### src/rtl/mem_arbiter.sv
// mem_arbiter: shares one single-port memory between the instruction-fetch
// requester and the data-access requester. Data has fixed priority over
// fetch, each access runs through a ready handshake, and read data is
// returned to whichever requester owned the access.
// Optional feature: define MEM_ARB_TIMEOUT_EN to abort an access that waits
// TIMEOUT_CYCLES cycles without i_mem_ready and flag it on o_err.
module mem_arbiter #(
    parameter int AW             = 32,
    parameter int DW             = 32,
    parameter int TIMEOUT_CYCLES = 255
) (
    input  logic            clk,
    input  logic            rst,
    input  logic            i_if_req,
    input  logic [AW-1:0]   i_if_addr,
    input  logic            i_flush,
    input  logic            i_d_req,
    input  logic            i_d_we,
    input  logic [AW-1:0]   i_d_addr,
    input  logic [DW-1:0]   i_d_wdata,
    input  logic [DW/8-1:0] i_d_be,
    output logic            o_if_valid,
    output logic [DW-1:0]   o_if_rdata,
    output logic            o_d_valid,
    output logic [DW-1:0]   o_d_rdata,
    output logic            o_stall_r,
    output logic            o_err,
    output logic            o_mem_req,
    output logic            o_mem_we,
    output logic [AW-1:0]   o_mem_addr,
    output logic [DW-1:0]   o_mem_wdata,
    output logic [DW/8-1:0] o_mem_be,
    input  logic            i_mem_ready,
    input  logic [DW-1:0]   i_mem_rdata
);

    typedef enum logic [1:0] {
        IDLE    = 2'd0,
        BUSY_D  = 2'd1,
        BUSY_IF = 2'd2
    } state_t;

    if (TIMEOUT_CYCLES < 1) begin : g_bad_timeout
        $error("mem_arbiter: TIMEOUT_CYCLES must be at least 1");
    end

    state_t state;
    state_t state_n;
    logic   flush_pend;   // a flush arrived while the current fetch was in flight
    logic   timeout;      // current access gave up waiting for i_mem_ready
    logic   mem_done;     // current access ends on this edge (ready or timeout)
    logic   arb;          // a new grant is chosen on this edge
    logic   d_ok;         // data request eligible for a grant
    logic   if_ok;        // fetch request eligible for a grant

    // Next-grant selection: data first, then fetch, otherwise back to idle.
    always_comb begin
        // NOTE: every signal gets a default first so no path leaves one unassigned and no latch is inferred.
        mem_done = 1'b0;
        arb      = 1'b0;
        d_ok     = 1'b0;
        if_ok    = 1'b0;
        state_n  = state;

        mem_done = (state != IDLE) && (i_mem_ready || timeout);
        arb      = (state == IDLE) || mem_done;

        // A requester keeps req high until it sees its valid pulse, so it is
        // masked on its own completion edge and during its valid cycle to
        // avoid re-issuing the access that just finished.
        d_ok  = i_d_req && !o_d_valid && !((state == BUSY_D) && mem_done);
        if_ok = i_if_req && !i_flush && !o_if_valid
                && !((state == BUSY_IF) && mem_done);

        if (arb) begin
            if (d_ok) begin
                state_n = BUSY_D;
            end else if (if_ok) begin
                state_n = BUSY_IF;
            end else begin
                state_n = IDLE;
            end
        end
    end

`ifdef MEM_ARB_TIMEOUT_EN
    localparam int CW = $clog2(TIMEOUT_CYCLES + 1);

    logic [CW-1:0] wait_cnt;

    assign timeout = (state != IDLE) && !i_mem_ready
                     && (wait_cnt == CW'(TIMEOUT_CYCLES - 1));

    // Wait counter: cleared on every grant, counts busy cycles without ready.
    always_ff @(posedge clk or posedge rst) begin
        if (rst) begin
            wait_cnt <= '0;
            o_err    <= 1'b0;
        end else begin
            o_err <= timeout;
            if (arb) begin
                wait_cnt <= '0;
            end else if (state != IDLE) begin
                wait_cnt <= wait_cnt + 1'b1;
            end
        end
    end
`else
    assign timeout = 1'b0;
    assign o_err   = 1'b0;
`endif

    // Main sequencer: state, memory port, completions and stall.
    always_ff @(posedge clk or posedge rst) begin
        if (rst) begin
            state       <= IDLE;
            flush_pend  <= 1'b0;
            o_if_valid  <= 1'b0;
            o_if_rdata  <= '0;
            o_d_valid   <= 1'b0;
            o_d_rdata   <= '0;
            o_stall_r   <= 1'b0;
            o_mem_req   <= 1'b0;
            o_mem_we    <= 1'b0;
            o_mem_addr  <= '0;
            o_mem_wdata <= '0;
            o_mem_be    <= '0;
        end else begin
            // NOTE: non-blocking assignments so every flop here samples the pre-edge value of the others.
            state      <= state_n;
            o_if_valid <= 1'b0;
            o_d_valid  <= 1'b0;

            // Completion: pulse the owner's valid and capture its read data.
            if (mem_done) begin
                if (state == BUSY_D) begin
                    o_d_valid <= 1'b1;
                    o_d_rdata <= (o_mem_we || timeout) ? '0 : i_mem_rdata;
                end else if (!(flush_pend || i_flush)) begin
                    o_if_valid <= 1'b1;
                    o_if_rdata <= timeout ? '0 : i_mem_rdata;
                end
            end

            // A flushed fetch still finishes its handshake, but silently.
            if (mem_done || (state != BUSY_IF)) begin
                flush_pend <= 1'b0;
            end else if (i_flush) begin
                flush_pend <= 1'b1;
            end

            // Issue: load the memory port directly from the new grant so
            // back-to-back accesses need no idle cycle in between.
            if (arb) begin
                o_mem_req <= (state_n != IDLE);
                if (state_n == BUSY_D) begin
                    o_mem_we    <= i_d_we;
                    o_mem_addr  <= i_d_addr;
                    o_mem_wdata <= i_d_wdata;
                    o_mem_be    <= i_d_be;
                end else if (state_n == BUSY_IF) begin
                    o_mem_we    <= 1'b0;
                    o_mem_addr  <= i_if_addr;
                    o_mem_wdata <= '0;
                    o_mem_be    <= '1;
                end
            end

            // Stall while a data access is waiting or in flight; it drops on
            // the same edge that raises o_d_valid.
            o_stall_r <= d_ok || (state_n == BUSY_D);
        end
    end

endmodule

### config.mk
export PLATFORM = sky130hd
export DESIGN_NAME = mem_arbiter
export DESIGN_NICKNAME = d
export VERILOG_FILES = /design/src/rtl/mem_arbiter.sv
export SDC_FILE = /design/constraint.sdc
export NUM_CORES = 1
export LEC_CHECK = 0
export CAP_MARGIN = 5
export CELL_PAD_IN_SITES_DETAIL_PLACEMENT = 1
export CELL_PAD_IN_SITES_GLOBAL_PLACEMENT = 1
export CORE_MARGIN = 5
export CORE_UTILIZATION = 31
export DETAILED_ROUTE_END_ITERATION = 10
export PLACE_DENSITY_LB_ADDON = 0.1
export SETUP_SLACK_MARGIN = 0.02
export SKIP_CTS_REPAIR_TIMING = 1
export SLEW_MARGIN = 25
export SYNTH_ARGS = -nofsm -noshare
export SYNTH_HDL_FRONTEND = slang
export SYNTH_SLANG_ARGS = --single-unit
### constraint.sdc
create_clock -name clk -period 5.1 [get_ports clk]
set_input_delay 1.02 -clock clk [delete_from_list [all_inputs] [get_ports clk]]
set_output_delay 1.02 -clock clk [all_outputs]
set_load 0.01 [all_outputs]
* Word level (Yosys, flattened, before mapping)
Index checks and enable logic that the tools add are counted.
** Word-level totals
- Bits in registers :: 140
- Bits of input ports :: 139
- Output and inout bits :: 138
** Cells by class
- Eq/ne operators :: 5
- Muxes and demuxes :: 19
- Bitwise operators :: 2
- Reductions and logical operators :: 25
** Operators with widths (number)
- $mux W32 :: 5
- $mux W1 :: 9
- $logic_and A1 B1 Y1 :: 8
- $mux W4 :: 2
- $reduce_bool A2 Y1 :: 4
- $mux W2 :: 3
- $logic_not A1 Y1 :: 5
- $eq A2 B1 Y1 const B :: 2
- $eq A2 B2 Y1 const B :: 2
- $logic_or A1 B1 Y1 :: 4
- $reduce_and A2 Y1 :: 2
- $reduce_and A3 Y1 :: 1
- $logic_not A2 Y1 :: 1
- $ne A2 B2 Y1 const B :: 1
- $not A1 Y1 :: 2

* Depth between registers and ports, before layout
- Depth in word-level cells :: 11
- Mapped depth :: 10
- Gate-level depth less buffers :: 6

* Worst setup path before layout
No wires, ideal clock.
- Path kind :: input-to-reg
- Start point :: in i_mem_ready
- End point :: reg o_mem_addr[0]
- Setup time :: 141 ps
- Arrival :: 2541 ps
- Required time :: 4959 ps
- Path slack :: 2418 ps
- Stages :: 9
- Path through :: nand3b_1 buf_2 buf_2 nand3_1 ha_1 buf_2 buf_2 clkbuf_1 a31oi_1
** On the way
- Word-level cells in the longest chain between the ends :: 10
** RTL lines
- start: declaration :: RTL line 33 : input logic i_mem_ready,
- $logic_and A1 B1 Y1 * :: RTL line 65 : mem_done = (state != IDLE) && (i_mem_ready || timeout);
- $logic_and A1 B1 Y1 :: RTL line 73 : && !((state == BUSY_IF) && mem_done);
- $logic_not A1 Y1 :: RTL line 73
- $logic_and A1 B1 Y1 :: RTL line 73
- $mux W2 :: RTL line 78 : end else if (if_ok) begin
- $mux W2 :: RTL line 76 : if (d_ok) begin
- $mux W2 :: RTL line 75 : if (arb) begin
- $eq A2 B1 Y1 or $eq A2 B2 Y1 (tied branches) :: RTL line 156, 161
- $reduce_bool A2 Y1 (no line)
- $reduce_and A2 Y1 (no line)
- end signal: assignment :: RTL line 158 : o_mem_addr <= i_d_addr;
- end signal: assignment :: RTL line 163 : o_mem_addr <= i_if_addr;
- end: declaration :: RTL line 30 : output logic [AW-1:0] o_mem_addr,
Every way passes the cells marked *; elsewhere a longest branch is shown, timed or not.
A chain may end at the register's enable or synchronous reset.

* Worst setup path after layout
- Start point :: in i_mem_ready
- End point :: reg o_mem_wdata[16]
** On the way
- Word-level cells in the longest chain between the ends :: 10
** RTL lines
- $logic_and A1 B1 Y1 * :: RTL line 65
- $logic_and A1 B1 Y1 :: RTL line 73
- $logic_not A1 Y1 :: RTL line 73
- $logic_and A1 B1 Y1 :: RTL line 73
- $mux W2 :: RTL line 78
- $mux W2 :: RTL line 76
- $mux W2 :: RTL line 75
- $eq A2 B1 Y1 or $eq A2 B2 Y1 (tied branches) :: RTL line 156, 161
- $reduce_bool A2 Y1 (no line)
- $reduce_and A2 Y1 (no line)
- end signal: assignment :: RTL line 159 : o_mem_wdata <= i_d_wdata;
- end: declaration :: RTL line 31 : output logic [DW-1:0] o_mem_wdata,
Marked as above.

==> results.md <==
- Status: finished, final reports clean
- Post-synthesis cell type count: 30
- Hold Path Origin: o_d_rdata[5]$_DFFE_PP0P_
- Crit path launch type: input pin
- Mean Syn Cell Area: 11.5 sq um
- Die height: 149 microns
- Sequential Power Share: 0.330
- Share of layout cells above drive strength 1: 0.133
- Max-cap violations: 0
- Largest net degree at the start of global routing: 107
- Synth Flop Type: dfrtp_1
- Placed cells: 1012
- Die X: 149 microns
- Fin crit share: 0.729
- Slowest CP cell: ha_4
- Setup TNS: 0 ns
- Max Slew Vio Count: 0
- Setup Skew: 0.0100 ns
- Total track usage: 0.175
- Pre-Repair DR Iteration Count: 4
- Max Freq: 269 MHz
- Comb power frac: 0.452
- Clock share of power: 0.218
- FF-to-FF Start: state[1]$_DFF_PP0_
- # setup viols final: 0
- Vias in the first global route: 5447
- Post-Syn Instances: 520
- Worst-Skew Late Latency: 0.41 ns
- IO buf count: 275
- Commonest cells post-synth: 140 x dfrtp_1, 66 x nand2_1, 37 x a21oi_1
- Row count: 50
- Fill cells: 2009
- Total Wirelength: 19.5 mm
- H-tree levels: 4
- Synth top area share: 0.585
- Max incr delay on CP: 0.68 ns
- VDD IR max: 0.000250 V
- Final Hold Viols: 0
- Yosys warns: 0
- Nets: 913
- Antenna cell count: 0
- RSZ-0062 raised after global routing: no
- Total clock sinks: 140
- WHS Endpoint: o_d_rdata[5]$_DFFE_PP0P_
- Hold Crit Class: reg -> reg
- DR WL met3: 1.35 mm
- CP arrival: 4.01 ns
- Met1 WL: 8.21 mm
- Setup crit end kind: flop
- Die ar.: 0.0222 sq mm
- Final min period: 3.72 ns
- Post-synth EDFFs: 0
- Final cell count without fillers: 1042
- Vias: 4959
- WL/cell: 18.7 microns
- Top-count cell post-synth: dfrtp_1
- First-pass GRT wire length: 30.7 mm
- Core Box Area: 0.0189 sq mm
- Register bit count reported by yosys: 140
- Post-synthesis sequential area ratio: 0.585
- Reg2Reg Depth: 6
- Hold Crit Depth: 2
- GP Congestion: 0.729
- Area delta synth->final: 58.5%
- R2R setup slack: 1.98 ns
- DPL Wire Length: 14.1 mm
- Worst EP required: 5.40 ns
- GRT Residual Overflow: 0
- Reg2reg end: o_mem_wdata[16]$_DFFE_PP0P_
- Post-Synthesis Net Count: 662
- Worst Tran Pin Value: 0.986 ns
- # IOs: 277
- Via density: 4.76
- Pint: 3870 uW
- Worst-path clk slew: 0.06 ns
- Psw: 1970 uW
- Ys async rst share: 1.00
- Drt initial violations: 170
- DRT antenna net count: 0
- Starting Density: 0.317
- Uppermost layer routed: met4
- Post-Syn Area: 0.00599 sq mm
- Initial antenna violation count: 0
- Pleak: 0.00405 uW
- Area leader, netlist: dfrtp_1
- # DRC: 0
- Met2 Wirelength: 9.71 mm
- Maximum root-to-sink buffer count: 2
- Sw Share: 0.338
- Clock tree root buffer cell: clkbuf_16
- Pwr/cell area: 615 mW/mm^2
- Max_slew headroom: 0.342
- CTS tree: yes
- Critical Setup Path Class: in -> reg
- Highest net fanout along the worst path: 68
- Top post-synthesis cells by area: dfrtp_1 58%, mux2_2 5.6%, mux2i_1 5.5%
- TritonCTS Buffers: 17
- CP Cell Sequence: clkdlybuf4s50_1, nand3b_1, buf_4, nand3_1, ha_4, nand2_2, a21bo_2
==> state kept, by name (all words and copies together) (netlist names) <==
signal / flops
o_mem_we: 1
o_d_valid: 1
o_if_valid: 1
state: 2
o_mem_req: 1
o_mem_be: 4
o_mem_wdata: 32
flush_pend: 1
o_mem_addr: 32
o_d_rdata: 32
o_stall_r: 1
o_if_rdata: 32
==> metrics by stage <==
stage          worst slack (ns)  hold slack (ns)  instance area [sq um]   util  total power, uW
6_report                   1.38            0.476                   9500  0.503             5840
5_1_grt                    1.11            0.494                   9500  0.503             6210
4_1_cts                    1.35            0.483                   9490  0.502             5940
3_5_place_dp              0.889            0.467                   8890  0.470             4640
3_3_place_gp               1.05            0.461                   8890  0.470             4550
2_1_floorplan             0.327            0.444                   5990      -             3130
==> cell families (layout without fill, tap and decap cells) <==
group                    Yosys count  count (layout)  share of synthesized area
adder cells (fa/ha/maj)            3               3                    0.00627
multiplexers                      65              65                      0.115
XOR/XNOR                           1               1                    0.00146
other                              1               1                   0.000626
buffers and inverters             58             320                     0.0493
AND/OR/NAND/NOR                  109             109                     0.0846
AO/OA/AOI/OAI                    143             143                      0.158
flip-flops                       140             140                      0.585
==> routing by layer <==
metal	vias to the layer above	track usage
met5	-	0
met4	0	0.0499
met3	16	0.0532
met2	166	0.294
met1	2420	0.218
li1	2357	-
==> worst max path at each step <==
stage	from	endpoint	slack, ns	depth (start not counted)
final	i_mem_ready	o_mem_wdata[16]$_DFFE_PP0P_	1.38	7
after global routing	i_mem_ready	o_mem_wdata[25]$_DFFE_PP0P_	1.11	7
after CTS	i_mem_ready	o_mem_wdata[16]$_DFFE_PP0P_	1.35	7
after detailed placement	i_mem_ready	o_mem_wdata[4]$_DFFE_PP0P_	0.89	7
after global placement	i_mem_ready	o_mem_wdata[4]$_DFFE_PP0P_	1.05	7
after floorplan	rst	flush_pend$_DFFE_PP0P_	0.33	1
==> power groups by stage <==
stage                     sequential [uW]  clock [uW]  combinational, uW
after CTS                            1940        1310               2700
after global placement               1920           0               2630
after global routing                 2000        1360               2850
after floorplan                      2160           0                969
after detailed placement             1950           0               2690
final                                1930        1270               2640
==> area by class of cell <==
| type | count | area [sq um] | area share |
|---|---|---|---|
| repair buffers | 282 | 2810 | 0.296 |
| clock inverters | 10 | 139 | 0.0146 |
| well taps | 260 | 325 | 0.0343 |
| inverters | 8 | 35.0 | 0.00369 |
| clock buffers | 20 | 467 | 0.0492 |
| multi-input cells | 322 | 2220 | 0.233 |
| flip-flops and latches | 140 | 3500 | 0.369 |
==> cells in the final DEF (no fill, tap or decap), drive strengths merged <==
master,n
clkdlybuf4s50,275
dfrtp,140
nand2,67
a21oi,37
mux2i,33
a31oi,33
o21ai,33
nand4,32
a21bo,32
mux2,32
clkbuf,20
inv,9
buf,7
nor2,4
a41oi,4
clkinvlp,4
bufinv,3
ha,3
nor2b,2
and3,2
clkinv,2
o21bai,2
nand3b,1
nand3,1
xor2,1
a31o,1
a21o,1
conb,1
==> worst max-delay path: cells and delay by family <==
| kind | cells | cell delay, ns |
|---|---|---|
| buffers and inverters | 2 | 0.96 |
| adders and majority gates | 1 | 0.68 |
| AOI/OAI and AO/OA | 1 | 0.37 |
| and+or+nand+nor | 3 | 0.92 |
Note: power is estimated with default switching activity, not from simulation.
